<file path="src/rtl/wb_redirect_ctrl_pkg.sv">
`default_nettype none
// ============================================================================
// Module   : wb_redirect_ctrl_pkg
// Purpose  : Shared encodings for the writeback redirect controller: PC-mux
//            select codes, machine-mode mcause values, FSM state codes and
//            the trap-classification record produced by wb_trap_prio.
// Ports    : none (package)
// Revision : 1.0 - initial release
// ============================================================================
package wb_redirect_ctrl_pkg;

  // Fetch PC-mux select
  localparam logic [1:0] PCM_SEQ  = 2'b00;
  localparam logic [1:0] PCM_BR   = 2'b01;
  localparam logic [1:0] PCM_TRAP = 2'b10;
  localparam logic [1:0] PCM_MRET = 2'b11;

  // mcause exception codes (interrupt bit is always 0 here)
  localparam logic [3:0] CAUSE_IAM     = 4'd0;
  localparam logic [3:0] CAUSE_IAF     = 4'd1;
  localparam logic [3:0] CAUSE_II      = 4'd2;
  localparam logic [3:0] CAUSE_BKPT    = 4'd3;
  localparam logic [3:0] CAUSE_ECALL_M = 4'd11;

  // Redirect FSM
  localparam logic [1:0] ST_IDLE     = 2'd0;
  localparam logic [1:0] ST_REDIRECT = 2'd1;
  localparam logic [1:0] ST_FLUSHING = 2'd2;

  // Result of trap classification. mtval_addr selects a faulting address
  // for mtval (fetch-side faults) instead of zero.
  typedef struct packed {
    logic       is_trap;
    logic [3:0] cause;
    logic       mtval_addr;
  } trap_info_t;

endpackage
`default_nettype wire

</file>
<file path="src/rtl/wb_redirect_ctrl_if.sv">
`default_nettype none
// ============================================================================
// Module   : wb_redirect_ctrl_if
// Purpose  : Bundle of retiring-instruction status, CSR inputs, and the
//            redirect / trap-CSR outputs of wb_redirect_ctrl.
// Modports : master - writeback/CSR side driving status, observing redirect
//            slave  - the redirect controller
// Revision : 1.0 - initial release
// ============================================================================
interface wb_redirect_ctrl_if #(
  parameter int XLEN = 64
);
  logic            WB_VALID;
  logic [XLEN-1:0] WB_PC;
  logic            WB_BR_TAKEN;
  logic [XLEN-1:0] WB_BR_TARGET;
  logic            WB_IAM;
  logic            WB_IAF;
  logic            WB_II;
  logic            WB_ECALL;
  logic            WB_EBREAK;
  logic            WB_MRET;
  logic [XLEN-1:0] DE_MTVEC;
  logic [XLEN-1:0] CSR_MEPC;
  logic [1:0]      WB_PC_MUX;
  logic [XLEN-1:0] WB_BR_JMP_PC;
  logic            FLUSH;
  logic            CSR_TRAP_WE;
  logic [XLEN-1:0] CSR_MEPC_WD;
  logic [XLEN-1:0] CSR_MCAUSE_WD;
  logic [XLEN-1:0] CSR_MTVAL_WD;

  modport master (
    output WB_VALID, WB_PC, WB_BR_TAKEN, WB_BR_TARGET, WB_IAM, WB_IAF,
           WB_II, WB_ECALL, WB_EBREAK, WB_MRET, DE_MTVEC, CSR_MEPC,
    input  WB_PC_MUX, WB_BR_JMP_PC, FLUSH, CSR_TRAP_WE, CSR_MEPC_WD,
           CSR_MCAUSE_WD, CSR_MTVAL_WD
  );

  modport slave (
    input  WB_VALID, WB_PC, WB_BR_TAKEN, WB_BR_TARGET, WB_IAM, WB_IAF,
           WB_II, WB_ECALL, WB_EBREAK, WB_MRET, DE_MTVEC, CSR_MEPC,
    output WB_PC_MUX, WB_BR_JMP_PC, FLUSH, CSR_TRAP_WE, CSR_MEPC_WD,
           CSR_MCAUSE_WD, CSR_MTVAL_WD
  );
endinterface
`default_nettype wire

</file>
<file path="src/rtl/wb_redirect_ctrl_prio.sv">
`default_nettype none
// ============================================================================
// Module   : wb_trap_prio
// Purpose  : Combinational priority encoder for retiring-instruction
//            exceptions. Priority IAF > II > IAM > ECALL > EBREAK.
// Ports    : iaf_i, ii_i, iam_i, ecall_i, ebreak_i - exception flags
//            info_o - {is_trap, cause, mtval_addr}
// Revision : 1.0 - initial release
// ============================================================================
module wb_trap_prio
  import wb_redirect_ctrl_pkg::*;
(
  input  logic       iaf_i,
  input  logic       ii_i,
  input  logic       iam_i,
  input  logic       ecall_i,
  input  logic       ebreak_i,
  output trap_info_t info_o
);

  always_comb begin
    info_o = '0;
    if (iaf_i) begin
      info_o = '{is_trap: 1'b1, cause: CAUSE_IAF, mtval_addr: 1'b1};
    end else if (ii_i) begin
      info_o = '{is_trap: 1'b1, cause: CAUSE_II, mtval_addr: 1'b0};
    end else if (iam_i) begin
      info_o = '{is_trap: 1'b1, cause: CAUSE_IAM, mtval_addr: 1'b1};
    end else if (ecall_i) begin
      info_o = '{is_trap: 1'b1, cause: CAUSE_ECALL_M, mtval_addr: 1'b0};
    end else if (ebreak_i) begin
      info_o = '{is_trap: 1'b1, cause: CAUSE_BKPT, mtval_addr: 1'b0};
    end
  end

endmodule
`default_nettype wire

</file>
<file path="src/rtl/wb_redirect_ctrl.sv">
`default_nettype none
// ============================================================================
// Module   : wb_redirect_ctrl
// Purpose  : Writeback-side fetch redirect source. Classifies the retiring
//            instruction (trap / MRET / taken branch), registers the PC-mux
//            select and target, raises FLUSH for FLUSH_CYCLES cycles and
//            strobes the machine trap CSR writes.
// Ports    : CLK   - clock
//            RESET - asynchronous active-high reset
//            bus   - wb_redirect_ctrl_if.slave (status in, redirect/CSR out)
// Revision : 1.0 - initial release
// ============================================================================
module wb_redirect_ctrl
  import wb_redirect_ctrl_pkg::*;
#(
  parameter int XLEN         = 64,
  parameter int FLUSH_CYCLES = 3
) (
  input  logic                CLK,
  input  logic                RESET,
  wb_redirect_ctrl_if.slave   bus
);

  localparam int CNT_W = (FLUSH_CYCLES > 1) ? $clog2(FLUSH_CYCLES + 1) : 1;

  logic [1:0]      state_q,   state_d;
  logic [CNT_W-1:0] cnt_q,    cnt_d;
  logic [1:0]      pc_mux_q,  pc_mux_d;
  logic [XLEN-1:0] target_q,  target_d;
  logic            flush_q,   flush_d;
  logic            trap_we_q, trap_we_d;
  logic [XLEN-1:0] mepc_q,    mepc_d;
  logic [XLEN-1:0] mcause_q,  mcause_d;
  logic [XLEN-1:0] mtval_q,   mtval_d;

  trap_info_t      w_trap;
  logic [XLEN-1:0] w_vec;
  logic [XLEN-1:0] w_fault_addr;

  wb_trap_prio u_prio (
    .iaf_i    (bus.WB_IAF),
    .ii_i     (bus.WB_II),
    .iam_i    (bus.WB_IAM),
    .ecall_i  (bus.WB_ECALL),
    .ebreak_i (bus.WB_EBREAK),
    .info_o   (w_trap)
  );

  // Direct-mode vector: mode bits cleared.
  assign w_vec        = bus.DE_MTVEC & ~XLEN'(3);
  // A fetch fault on a taken branch/jump faulted at the target, not the PC.
  assign w_fault_addr = bus.WB_BR_TAKEN ? bus.WB_BR_TARGET : bus.WB_PC;

  always_comb begin
    state_d   = state_q;
    cnt_d     = cnt_q;
    pc_mux_d  = PCM_SEQ;
    target_d  = target_q;
    flush_d   = 1'b0;
    trap_we_d = 1'b0;
    mepc_d    = mepc_q;
    mcause_d  = mcause_q;
    mtval_d   = mtval_q;

    case (state_q)
      ST_IDLE: begin
        if (bus.WB_VALID) begin
          if (w_trap.is_trap) begin
            pc_mux_d  = PCM_TRAP;
            target_d  = w_vec;
            trap_we_d = 1'b1;
            mepc_d    = bus.WB_PC;
            mcause_d  = XLEN'(w_trap.cause);
            mtval_d   = w_trap.mtval_addr ? w_fault_addr : '0;
            flush_d   = 1'b1;
            state_d   = ST_REDIRECT;
          end else if (bus.WB_MRET) begin
            pc_mux_d  = PCM_MRET;
            target_d  = bus.CSR_MEPC;
            flush_d   = 1'b1;
            state_d   = ST_REDIRECT;
          end else if (bus.WB_BR_TAKEN) begin
            pc_mux_d  = PCM_BR;
            target_d  = bus.WB_BR_TARGET;
            flush_d   = 1'b1;
            state_d   = ST_REDIRECT;
          end
        end
      end
      ST_REDIRECT: begin
        if (FLUSH_CYCLES <= 1) begin
          state_d = ST_IDLE;
        end else begin
          // Counter holds the FLUSHING cycles still to come, this one included.
          cnt_d   = CNT_W'(FLUSH_CYCLES - 1);
          flush_d = 1'b1;
          state_d = ST_FLUSHING;
        end
      end
      ST_FLUSHING: begin
        cnt_d = cnt_q - CNT_W'(1);
        if (cnt_q <= CNT_W'(1)) begin
          state_d = ST_IDLE;
        end else begin
          flush_d = 1'b1;
        end
      end
      default: begin
        state_d = ST_IDLE;
      end
    endcase
  end

  always_ff @(posedge CLK or posedge RESET) begin
    if (RESET) begin
      state_q   <= ST_IDLE;
      cnt_q     <= '0;
      pc_mux_q  <= PCM_SEQ;
      target_q  <= '0;
      flush_q   <= 1'b0;
      trap_we_q <= 1'b0;
      mepc_q    <= '0;
      mcause_q  <= '0;
      mtval_q   <= '0;
    end else begin
      state_q   <= state_d;
      cnt_q     <= cnt_d;
      pc_mux_q  <= pc_mux_d;
      target_q  <= target_d;
      flush_q   <= flush_d;
      trap_we_q <= trap_we_d;
      mepc_q    <= mepc_d;
      mcause_q  <= mcause_d;
      mtval_q   <= mtval_d;
    end
  end

  assign bus.WB_PC_MUX     = pc_mux_q;
  assign bus.WB_BR_JMP_PC  = target_q;
  assign bus.FLUSH         = flush_q;
  assign bus.CSR_TRAP_WE   = trap_we_q;
  assign bus.CSR_MEPC_WD   = mepc_q;
  assign bus.CSR_MCAUSE_WD = mcause_q;
  assign bus.CSR_MTVAL_WD  = mtval_q;

endmodule
`default_nettype wire

</file>
<file path="src/flat_wrapper.sv">
// flat-port wrapper written by rule: the top's interface ports become plain ports
module wb_redirect_ctrl_flat import wb_redirect_ctrl_pkg::*;
#(
  parameter int XLEN         = 64,
  parameter int FLUSH_CYCLES = 3
)
  (CLK, RESET, bus_WB_VALID, bus_WB_PC, bus_WB_BR_TAKEN, bus_WB_BR_TARGET, bus_WB_IAM, bus_WB_IAF, bus_WB_II, bus_WB_ECALL, bus_WB_EBREAK, bus_WB_MRET, bus_DE_MTVEC, bus_CSR_MEPC, bus_WB_PC_MUX, bus_WB_BR_JMP_PC, bus_FLUSH, bus_CSR_TRAP_WE, bus_CSR_MEPC_WD, bus_CSR_MCAUSE_WD, bus_CSR_MTVAL_WD);
  wb_redirect_ctrl_if #(.XLEN(XLEN)) bus_i ();
  input  logic CLK;
  input  logic RESET;
  input wire logic [$bits(bus_i.WB_VALID)-1:0] bus_WB_VALID;
  input wire logic [$bits(bus_i.WB_PC)-1:0] bus_WB_PC;
  input wire logic [$bits(bus_i.WB_BR_TAKEN)-1:0] bus_WB_BR_TAKEN;
  input wire logic [$bits(bus_i.WB_BR_TARGET)-1:0] bus_WB_BR_TARGET;
  input wire logic [$bits(bus_i.WB_IAM)-1:0] bus_WB_IAM;
  input wire logic [$bits(bus_i.WB_IAF)-1:0] bus_WB_IAF;
  input wire logic [$bits(bus_i.WB_II)-1:0] bus_WB_II;
  input wire logic [$bits(bus_i.WB_ECALL)-1:0] bus_WB_ECALL;
  input wire logic [$bits(bus_i.WB_EBREAK)-1:0] bus_WB_EBREAK;
  input wire logic [$bits(bus_i.WB_MRET)-1:0] bus_WB_MRET;
  input wire logic [$bits(bus_i.DE_MTVEC)-1:0] bus_DE_MTVEC;
  input wire logic [$bits(bus_i.CSR_MEPC)-1:0] bus_CSR_MEPC;
  output wire logic [$bits(bus_i.WB_PC_MUX)-1:0] bus_WB_PC_MUX;
  output wire logic [$bits(bus_i.WB_BR_JMP_PC)-1:0] bus_WB_BR_JMP_PC;
  output wire logic [$bits(bus_i.FLUSH)-1:0] bus_FLUSH;
  output wire logic [$bits(bus_i.CSR_TRAP_WE)-1:0] bus_CSR_TRAP_WE;
  output wire logic [$bits(bus_i.CSR_MEPC_WD)-1:0] bus_CSR_MEPC_WD;
  output wire logic [$bits(bus_i.CSR_MCAUSE_WD)-1:0] bus_CSR_MCAUSE_WD;
  output wire logic [$bits(bus_i.CSR_MTVAL_WD)-1:0] bus_CSR_MTVAL_WD;
  assign bus_i.WB_VALID = bus_WB_VALID;
  assign bus_i.WB_PC = bus_WB_PC;
  assign bus_i.WB_BR_TAKEN = bus_WB_BR_TAKEN;
  assign bus_i.WB_BR_TARGET = bus_WB_BR_TARGET;
  assign bus_i.WB_IAM = bus_WB_IAM;
  assign bus_i.WB_IAF = bus_WB_IAF;
  assign bus_i.WB_II = bus_WB_II;
  assign bus_i.WB_ECALL = bus_WB_ECALL;
  assign bus_i.WB_EBREAK = bus_WB_EBREAK;
  assign bus_i.WB_MRET = bus_WB_MRET;
  assign bus_i.DE_MTVEC = bus_DE_MTVEC;
  assign bus_i.CSR_MEPC = bus_CSR_MEPC;
  assign bus_WB_PC_MUX = bus_i.WB_PC_MUX;
  assign bus_WB_BR_JMP_PC = bus_i.WB_BR_JMP_PC;
  assign bus_FLUSH = bus_i.FLUSH;
  assign bus_CSR_TRAP_WE = bus_i.CSR_TRAP_WE;
  assign bus_CSR_MEPC_WD = bus_i.CSR_MEPC_WD;
  assign bus_CSR_MCAUSE_WD = bus_i.CSR_MCAUSE_WD;
  assign bus_CSR_MTVAL_WD = bus_i.CSR_MTVAL_WD;
  wb_redirect_ctrl #(.XLEN(XLEN), .FLUSH_CYCLES(FLUSH_CYCLES)) u_core (.CLK(CLK), .RESET(RESET), .bus(bus_i));
endmodule
</file>
<file path="config.mk">
export PLATFORM = sky130hd
export DESIGN_NAME = wb_redirect_ctrl_flat
export DESIGN_NICKNAME = d
export VERILOG_FILES = /design/src/rtl/wb_redirect_ctrl_pkg.sv /design/src/rtl/wb_redirect_ctrl_if.sv /design/src/rtl/wb_redirect_ctrl_prio.sv /design/src/rtl/wb_redirect_ctrl.sv /design/src/flat_wrapper.sv
export SDC_FILE = /design/constraint.sdc
export NUM_CORES = 1
export LEC_CHECK = 0
export ABC_CLOCK_PERIOD_IN_PS = 6880
export CAP_MARGIN = 20
export CORE_AREA = 2 2 205 207
export DETAILED_ROUTE_END_ITERATION = 12
export DIE_AREA = 0 0 207 209
export PLACE_DENSITY = 0.56
export SLEW_MARGIN = 20
export SYNTH_ARGS = -nofsm -noshare
export SYNTH_HDL_FRONTEND = slang
export SYNTH_HIERARCHICAL = 1
export SYNTH_SLANG_ARGS = --single-unit
export TNS_END_PERCENT = 100
</file>
<file path="constraint.sdc">
create_clock -name CLK -period 6.88 [get_ports CLK]
set_input_delay 0.688 -clock CLK [delete_from_list [all_inputs] [get_ports CLK]]
set_output_delay 0.688 -clock CLK [all_outputs]
set_load 0.005 [all_outputs]
</file>
Word level (Yosys, flattened, before mapping)
Cells that the tools add are included.

Add/subtract/negate cells: 1. Order comparisons: 1. Equality and inequality tests: 5. Multiplexer cells: 31. Reductions and logical operators: 6.

Operator list (number): $mux 64 (5); $mux 6 (5); $mux 2 (9); $mux 1 (9); $reduce_and 3->1 (3); $pmux 2 s3 (1); $ne 4x4->1 const B (1); $pmux 2 s2 (1); $pmux 1 s3 (1); $reduce_bool 3->1 (1); $eq 2x1->1 const B (1); $eq 2x2->1 const B (1); $le 2x1->1 const B (1); $logic_not 2->1 (1); $ne 2x1->1 const B (1); $ne 2x2->1 const B (1); $reduce_bool 2->1 (1); $sub 2x1->2 const B (1).

Flip-flop bits (word level): 204. Input bits: 266. Output and inout bits: 260. Logic and storage cells: 53.

Depth between registers and ports, before layout
Word-level depth: 8. Depth in mapped cells: 9. Gate-level depth less buffers: 6.

Cells and area by module
The synthesis kept the hierarchy.

Modules (own cells, without submodules): wb_redirect_ctrl (instances 1, cells each 1016, area an instance 10296.1 sq um, seq. area each 5104.9 sq um); wb_trap_prio (instances 1, cells each 12, area an instance 71.3 sq um, seq. area each 0.0 sq um).

Worst setup path before layout
OpenSTA, ideal clock, no wires.

Kind: in2reg. Start: input port bus_WB_IAM. End: register u_core.target_q[2] (netlist: u_core/bus.WB_BR_JMP_PC[2]). Setup time: 0.128 ns. Data arrival time: 1.966 ns. Required time: 6.752 ns. Path slack: 4.787 ns. Stages: 6. Buffers on the path: 2. Cell sequence: nor3_2 > nand2_1 > o311ai_4 > buf_6 > buf_4 > mux2_1.

RTL lines: from (decl) (line flat_wrapper.sv:15) `input wire logic [$bits(bus_i.WB_IAM)-1:0] bus_WB_IAM;`; to (signal assigned) (line wb_redirect_ctrl.sv:129) `target_q <= target_d;`; to (decl) (line wb_redirect_ctrl.sv:29) `logic [XLEN-1:0] target_q, target_d;`.

==> impl_metrics.csv <==
group,metric,value,unit
placed_design,port_buffers,463,
global_routing,grt_max_degree,117,
cts,cts-resized-gates,0,
detailed_routing,viasPerCell,4.40,
cts,cts_buffers,26,
detailed_routing,dr_wl_met2,17.7,mm
setup_path,path_class,"input port to register",
floorplanning,io_pins,526,
power,leakage,7.38,nW
cts,cts_hold_buffers,0,
detailed_routing,routed_wl,36.4,mm
yosys,synth_warnings,6,
cts,clockRootBuffer,"clkbuf_16",
power,p_sw_frac,0.306,
power,switching_power,1.78,mW
placed_design,pre_cts_ws,2.48,ns
power,pwr_density_cell,364,nW/um^2
sta,fin_crit_sh,0.532,
yosys,synth.top_cell.area_share,0.492,
yosys,yosys_register_bits,204,
setup_path,crit_path_end_kind,"register",
sta,fin_ws,3.22,ns
yosys,ys_types,30,
setup_path,start_kind,"input port",
run,maxCapViolCount,0,
detailed_routing,initialDrtViolationCount,338,
setup_path,rrSetupSlack,3.90,ns
cts,cts_setup_buffers,0,
detailed_routing,wl_met1,15.1,mm
cts,cts_tree,"yes",
yosys,yosysTopAreaCell,"dfrtp_1",
floorplanning,coreArea,41300,um^2
placed_design,gp_congestion,0.788,
floorplanning,die_height,209,um
sta,final.setup.tns,0,ns
yosys,yosysSeqAreaShare,0.492,
layout,final_area,16000,um^2
sta,fmax,273,MHz
detailed_routing,ant_nets,0,
power,seqPwrFrac,0.349,
yosys,syn_area,10400,um^2
power,p_clk_frac,0.231,
setup_path,cp_max_fo,70,
worst_hold_path,hold_path.class,"register to register",
cts,clk_latency,0.52,ns
layout,areaGrowthSynthToFinish,54.1,%
placed_design,hpwl,25.2,mm
sta,setup_viol,0,
detailed_routing,drt_pass1_iterations,4,
global_routing,grt_pass1_vias,9143,
detailed_routing,avgRoutedWirePerCell,18.1,um
detailed_routing,dr_wl_met3,2.75,mm
global_routing,antenna_found_initial,1,
setup_path,arrival,4.12,ns
layout,drive_gt1_frac,0.0721,
detailed_routing,post-route-drc-count,0,
cts,htree_levels,1,
global_routing,overflow,0,
detailed_routing,highest_layer,"met4",
floorplanning,dieArea,43300,um^2
layout,nets,1726,
yosys,yosys-top-cells-area,"dfrtp_1 49%, mux2i_1 12%, nand2_1 9.8%",
sta,hold_viol_final,0,
layout,final_util,0.387,
power,p_int,4.04,mW
sta,relSlewSlack,0.393,
yosys,syn_inst,1028,
setup_path,critPathRequiredTime,7.34,ns
detailed_routing,num_vias,8838,
cts,clock_sinks,204,
floorplanning,std_cell_rows,75,
yosys,syn_avg_cell_area,10.1,um^2
global_routing,grtUsageTotal,0.164,
run_status,status,"finished clean",
cts,clkSlewWorstSetupHoldPaths,0.05,ns
power,power_frac_comb,0.420,
global_routing,grt_pass1_wl,55.8,mm
sta,final_max_slew_viol_count,0,
placed_design,place_area,15100,um^2
sta,tightest_slew,0.911,ns
sta,period_needed,3.66,ns
sta,fin_worst_skew,0.00616,ns
floorplanning,start_util,0.251,
power,ir_drop,0.167,mV
cts,clockBufferDepth,3,
floorplanning,die_w,207,um
sta,rsz0062_at_grt,"false",
==> worst max-delay path, stage by stage <==
cell	delay [ns]
clkdlybuf4s50_1	0.54
nor3_2	0.09
nand2_4	0.55
nand3_4	0.66
inv_2	0.75
buf_4	0.61
nand2_1	0.12
nand2_1	0.08
==> kinds of logic after synthesis <==
logic type | Yosys count | share of synthesized area
multiplexers | 193 | 0.194
flip-flops | 204 | 0.492
other | 2 | 0.000724
AO/OA/AOI/OAI | 136 | 0.0928
adder cells (fa/ha/maj) | 6 | 0.00724
buffers and inverters | 140 | 0.0840
AND/OR/NAND/NOR | 347 | 0.129
==> through the flow <==
step	std cells	hold WS [ns]	power, mW
after floorplan	1087	0.457	3.01
after global placement	1965	0.457	4.50
after detailed placement	1965	0.461	4.52
after CTS	2009	0.476	5.91
after global routing	2009	0.493	6.19
final	2010	0.469	5.82
==> synthesized netlist by cell type (all sizes together) <==
master and instances:
conb 2, a21o 1, buf 114, and2 1
o21bai 1, o21ai 62, a21oi 2, nor2 69
o311ai 1, nand2 271, a211oi 1, a22o 64
and3b 1, dfrtp 204, nand3 1, inv 7
mux2 64, clkbuf 19, nor2b 1, o31ai 3
mux2i 129, o22a 1, nor3 3, ha 6
==> cell type report <==
type                       instances  area (um^2)
timing repair buffer             472         4710
multi-input combinational        743         4620
clock buffer                      43          796
inverter                           7         33.8
sequential                       204         5100
tap                              539          674
fill                            4133        25300
clock inverter                     1         30.0
antenna                            1         2.50
==> power groups by stage <==
stage	registers, mW	logic (mW)	clock network [mW]
final	2.03	2.44	1.34
after global routing	2.10	2.66	1.44
after CTS	2.03	2.49	1.38
after detailed placement	2.04	2.49	0
after global placement	2.02	2.48	0
after floorplan	2.07	0.949	0
==> flip-flops by register name, summed over array words and instances, names as in the netlist <==
register / flops
u_core/bus.CSR_MCAUSE_WD: 4
u_core/bus.CSR_MTVAL_WD: 64
u_core/bus.WB_PC_MUX: 2
u_core/bus.FLUSH: 1
u_core/bus.WB_BR_JMP_PC: 64
u_core/state_q: 2
u_core/bus.CSR_TRAP_WE: 1
u_core/bus.CSR_MEPC_WD: 64
u_core/cnt_q: 2
==> cells in the final DEF (no fill, tap or decap), types with 2 or more instances in the layout <==
cell type / synthesis / layout
clkdlybuf4s50_1: 0 / 461
nand2_1: 271 / 270
dfrtp_1: 204 / 204
mux2i_1: 129 / 129
nor2_1: 69 / 69
a22o_1: 64 / 64
o21ai_0: 62 / 62
conb_1: 2 / 61
mux2_2: 54 / 54
clkbuf_16: 0 / 27
clkbuf_1: 19 / 10
mux2_1: 10 / 10
buf_4: 76 / 9
clkbuf_8: 0 / 6
ha_1: 6 / 6
inv_1: 6 / 5
o31ai_1: 3 / 3
nor3_1: 2 / 2
a21oi_1: 2 / 2
==> path summary, 6_finish.rpt <==
check                                              end  depth (start not counted)                       start
setup / recovery             u_core/bus.CSR_MEPC_WD[8]                          8                  bus_WB_IAM
hold / removal              u_core/bus.CSR_MEPC_WD[28]                          2  u_core/bus.CSR_MEPC_WD[28]
setup reg to reg             u_core/bus.CSR_MEPC_WD[8]                          7           u_core/state_q[0]
hold reg to reg             u_core/bus.CSR_MEPC_WD[28]                          2  u_core/bus.CSR_MEPC_WD[28]
max in group asynchronous  u_core/bus.WB_BR_JMP_PC[56]                          3                       RESET
min in group asynchronous  u_core/bus.CSR_MTVAL_WD[24]                          2                       RESET
==> per-layer routing <==
metal / vias up / global-route usage
li1: 4203 / -
met1: 4256 / 0.198
met2: 331 / 0.282
met3: 48 / 0.0485
met4: 0 / 0.0443
met5: - / 0
(Power assumes the default switching activity.)
==> variant 1, RTL diff (same flow settings) <==
Take the reset off `mtval_q` and load it in a clocked block of its own.
--- a/src/rtl/wb_redirect_ctrl.sv
+++ b/src/rtl/wb_redirect_ctrl.sv
@@ -123,3 +123,2 @@
       mcause_q  <= '0;
-      mtval_q   <= '0;
     end else begin
@@ -133,4 +132,7 @@
       mcause_q  <= mcause_d;
-      mtval_q   <= mtval_d;
     end
+  end
+
+  always_ff @(posedge CLK) begin
+    mtval_q <= mtval_d;
   end
Check against the original RTL: not equivalent (a bounded check fails within 4 cycles, from zero or initial values and one cycle with RESET high).
==> variant 1 against the unedited design <==
- global-route usage shrank 1.4 points
- area after synthesis shrank 1.7%
- design area shrank 0.59%
- routed wire length shrank 8.4%
- sequential cell count is the same
- total power shrank 6.6%
- die area is the same
- setup slack gained 150 ps
- largest cell class unchanged
- largest power group unchanged
==> variant 1: results <==
[global_route]
grt_max_degree = 83
grt_pass1_vias = 8231
met3_usage_pct = 4.96
grt_usage_pct = 15.0
grt_pass1_wl_mm = 50.8
gr-usage-met2_pct = 25.3
antenna_found_initial = 0
use_met1_pct = 18.4

[cts]
cts_resized = 0
cts_made_buffers = 26
clock_latency_ps = 530
ctsHtreeMaxLevel = 1

[drt]
wl_per_cell_um = 18.4
dr.pass1.iters = 4
num_vias = 7614
first_iter_violations = 224

[power_and_ir_drop]
p_leak_nw = 6.62
vdd_drop_max_mv = 0.186

[yosys]
synth_commonest_cells = "dfrtp_1 (140), mux2i_1 (129), mux2_2 (120)"
synthFlopType = "dfrtp_1"
synth_seq_area_share_pct = 53.2
synth_edf_count = 64
ys_ff_latch = 204
synthArstFlopShare_pct = 68.6
ys_types = 29
synthTopCellsByArea = "dfrtp_1 (34%), edfxtp_1 (19%), mux2_2 (13%), mux2i_1 (13%), buf_4 (5.5%)"

[sta]
setup_ws_ps = 3370
fin_skew_ps = 15.6
worst_slew_pin_slew_ps = 938

[setup_path]
worstRegToRegCells = 5
worst_r2r_endpoint = "u_core/bus.CSR_MEPC_WD[37]"
r2r_slack_ps = 3990
path_max_fanout = 64
arrival_ps = 3920
max_stage_delay_ps = 920
path_delay_family = "simple AND/OR/NAND/NOR gates"
slowest_stage = "and3_4"

[final_layout]
fill_cells = 4079
final_nets = 1525
drive_gt1_share_pct = 13.6
antenna_cells = 0

[outcome]
status = "complete, no violations"

[min_path]
hp-start = "u_core/bus.WB_BR_JMP_PC[1]"
min_to = "u_core/bus.WB_BR_JMP_PC[1]"
whs_path_depth = 2

[placed_design]
preCtsSetupSlack_ps = 2740
dp_hpwl_mm = 23.9
routabilityCongestion = 0.776
io_buffers = 463
## variant 1: how the worst max path moves through the flow
stage                          start                           to  depth (start not counted)
final                     bus_WB_IAM   u_core/bus.CSR_MEPC_WD[37]                          6
after global routing      bus_WB_IAM   u_core/bus.CSR_MEPC_WD[41]                          6
after CTS                 bus_WB_IAM   u_core/bus.CSR_MEPC_WD[37]                          6
after detailed placement  bus_WB_IAM   u_core/bus.CSR_MEPC_WD[37]                          6
after global placement    bus_WB_IAM   u_core/bus.CSR_MEPC_WD[37]                          6
after floorplan                RESET  u_core/bus.CSR_MCAUSE_WD[0]                          1
## variant 1: power breakdown
group,switching [mW],internal (mW),total [mW]
Clock,0.514,0.821,1.33
Combinational,0.741,1.37,2.11
Sequential,0.220,1.77,1.99
Total,1.47,3.96,5.43
## variant 1: worst reg2reg max path: stages (launching register included)
cell,delay (ps)
dfrtp_1,410
inv_1,110
ha_1,310
and3_4,830
buf_4,670
mux2_2,440
## variant 1: kinds of logic (layout without fill, tap and decap cells)
group           count (synthesis)  after routing  synth area share [%]
buf+inv                       119            525                  7.64
flops                         204            204                  53.2
mux                           261            261                  27.3
simple gates                  143            143                  7.05
fa+ha+maj                       6              6                 0.737
compound gates                 72             72                  3.99
other cells                     2             61                0.0737
## variant 1: layer usage
metal / wire length (um) / up-vias / part of all wire, %
met5: 0 / - / 0
met4: 671 / 0 / 2.0
met3: 2970 / 41 / 8.9
met2: 15900 / 336 / 48
met1: 13800 / 3639 / 41
li1: - / 3598 / -
## variant 1: layout make-up
type | count | area (sq um) | area share, %
clock inverters | 2 | 35.0 | 0.221
repair buffers | 472 | 4700 | 29.6
multi-input cells | 543 | 4220 | 26.6
inverters | 6 | 27.5 | 0.173
flip-flops and latches | 204 | 5430 | 34.2
well taps | 539 | 674 | 4.25
clock buffers | 45 | 803 | 5.06
## variant 1: per-stage QoR
| stage | power [mW] | utilization, % | hold WS [ps] | instance area (sq um) | std cells |
|---|---|---|---|---|---|
| finish | 5.43 | 38.5 | 476 | 15900 | 1811 |
| detailed placement | 4.15 | 36.4 | 466 | 15000 | 1764 |
| floorplan | 2.82 | - | 457 | 10400 | 866 |
| global route | 5.75 | 38.5 | 505 | 15900 | 1811 |
| global placement | 4.13 | 36.4 | 460 | 15000 | 1764 |
| CTS | 5.54 | 38.5 | 478 | 15900 | 1811 |
==> variant 2, RTL diff (config.mk and constraints unchanged) <==
Without the edit above. `XLEN` is set to 64 in 3 places; all go to 32.
--- a/src/rtl/wb_redirect_ctrl_if.sv
+++ b/src/rtl/wb_redirect_ctrl_if.sv
@@ -10,3 +10,3 @@
 interface wb_redirect_ctrl_if #(
-  parameter int XLEN = 64
+  parameter int XLEN = 32
 );
--- a/src/rtl/wb_redirect_ctrl.sv
+++ b/src/rtl/wb_redirect_ctrl.sv
@@ -15,3 +15,3 @@
 #(
-  parameter int XLEN         = 64,
+  parameter int XLEN         = 32,
   parameter int FLUSH_CYCLES = 3
--- a/src/flat_wrapper.sv
+++ b/src/flat_wrapper.sv
@@ -3,3 +3,3 @@
 #(
-  parameter int XLEN         = 64,
+  parameter int XLEN         = 32,
   parameter int FLUSH_CYCLES = 3
Ports: changed (8 resized); port bits go from 526 to 270. The function was not compared with the original's and may differ.
==> variant 2 against the unedited design <==
- total power shrank 48%
- routed wire length is 47% lower
- setup slack improved by 530 ps
- design area fell by 46%
- area after synthesis down 47%
- hold slack improved by 16 ps
- maximum frequency is 17% higher
- sequential cell count fell by 96
- critical endpoint is now u_core/bus.WB_BR_JMP_PC[27]
- highest routed layer unchanged
==> variant 2: results <==
[outcome]
status = "complete, no violations"

[yosys]
synth_commonest_cells = "dfrtp_1 (108), mux2i_1 (65), mux2_2 (40)"
synthTopCellsByArea = "dfrtp_1 (49%), mux2i_1 (12%), mux2_2 (8.1%), mux2_4 (5.4%), a22o_1 (5.1%)"
synth_seq_area_share_pct = 48.7
muxShareOfSynthArea_pct = 26.9
synth-adder-area-share_pct = 1.35
synthArstFlopShare_pct = 100
ys_types = 32
synth_xor_area_share_pct = 0
ys_warn_count = 6
synth_edf_count = 0
synth_compound_area_share_pct = 9.50

[drt]
dr.pass1.iters = 4
wl_per_cell_um = 15.6
first_iter_violations = 90
viasPerCell = 3.51

[placed_design]
dp_hpwl_mm = 13.5
io_buffers = 239
preCtsSetupSlack_ps = 3350
place_area_sq_mm = 0.00837
routabilityCongestion = 0.720

[sta]
fin_skew_ps = 6.10
worst_slew_pin_slew_ps = 987
final.setup.tns_ps = 0

[global_route]
grt_max_degree = 71
grt_pass1_vias = 4573
grt_pass1_wl_mm = 28.8
antenna_found_initial = 1
grt_usage_pct = 8.93

[final_layout]
antenna_cells = 0
final_nets = 835
drive_gt1_share_pct = 13.4

[power_and_ir_drop]
vdd_drop_max_mv = 0.146
p_leak_nw = 3.74
swShare_pct = 29.8

[setup_path]
path_delay_family = "buffers and inverters"
slowest_stage = "o311ai_4"
path_max_fanout = 26
max_stage_delay_ps = 630
arrival_ps = 3390

[cts]
clockBufferDepth = 2
root_buffer = "clkbuf_16"
ctsHtreeMaxLevel = 3
clock_latency_ps = 370
post-cts-setup-buffer-count = 0
clk_pin_slew_ps = 70
cts_resized = 0
cts_made_buffers = 9

[min_path]
min_path_type = "reg -> reg"
-- variant 2: logic make-up (layout without fill, tap and decap cells) --
logic type      count (synthesis)  count (layout)
flops                         108             108
compound gates                 72              72
simple gates                   79              79
buf+inv                        67             269
mux                           133             133
other cells                     2              29
fa+ha+maj                       6               6
-- variant 2: layout make-up --
type | count | area (sq um)
repair buffers | 246 | 2430
clock buffers | 11 | 253
inverters | 7 | 28.8
well taps | 539 | 674
flip-flops and latches | 108 | 2700
clock inverters | 5 | 60.1
multi-input cells | 319 | 2530
fillers | 4493 | 32600
-- variant 2: per-layer routing --
| layer | part of all wire [%] | up-vias | GRT usage (%) |
|---|---|---|---|
| met1 | 45 | 2097 | 11.1 |
| met4 | 1.6 | 0 | 2.71 |
| met5 | 0 | - | 0 |
| met2 | 45 | 187 | 14.0 |
| met3 | 8.1 | 20 | 3.74 |
| li1 | - | 2036 | - |
-- variant 2: worst paths after layout --
path / startpoint / slack, ps / cells after the start / endpoint
worst max-delay path: bus_WB_IAM / 3750 / 7 / u_core/bus.WB_BR_JMP_PC[27]
worst min-delay path: u_core/cnt_q[0] / 480 / 1 / u_core/cnt_q[0]
worst max register to register: u_core/state_q[0] / 4610 / 5 / u_core/bus.CSR_MEPC_WD[24]
worst min register to register: u_core/cnt_q[0] / 480 / 1 / u_core/cnt_q[0]
max in group asynchronous: RESET / 4870 / 3 / u_core/bus.WB_BR_JMP_PC[21]
min in group asynchronous: RESET / 780 / 2 / u_core/bus.WB_BR_JMP_PC[6]
-- variant 2: stage by stage --
stage | instances | hold WS, ps
final | 1235 | 485
after global routing | 1235 | 503
after CTS | 1235 | 492
after detailed placement | 1219 | 474
after global placement | 1219 | 466
after floorplan | 494 | 457
-- variant 2: power by group through the flow --
stage               Combinational [mW]  Clock, mW  Sequential, mW
finish                            1.36      0.564            1.08
global route                      1.46      0.626            1.12
CTS                               1.39      0.606            1.08
floorplan                        0.577          0            1.10
detailed placement                1.39          0            1.09
global placement                  1.38          0            1.08
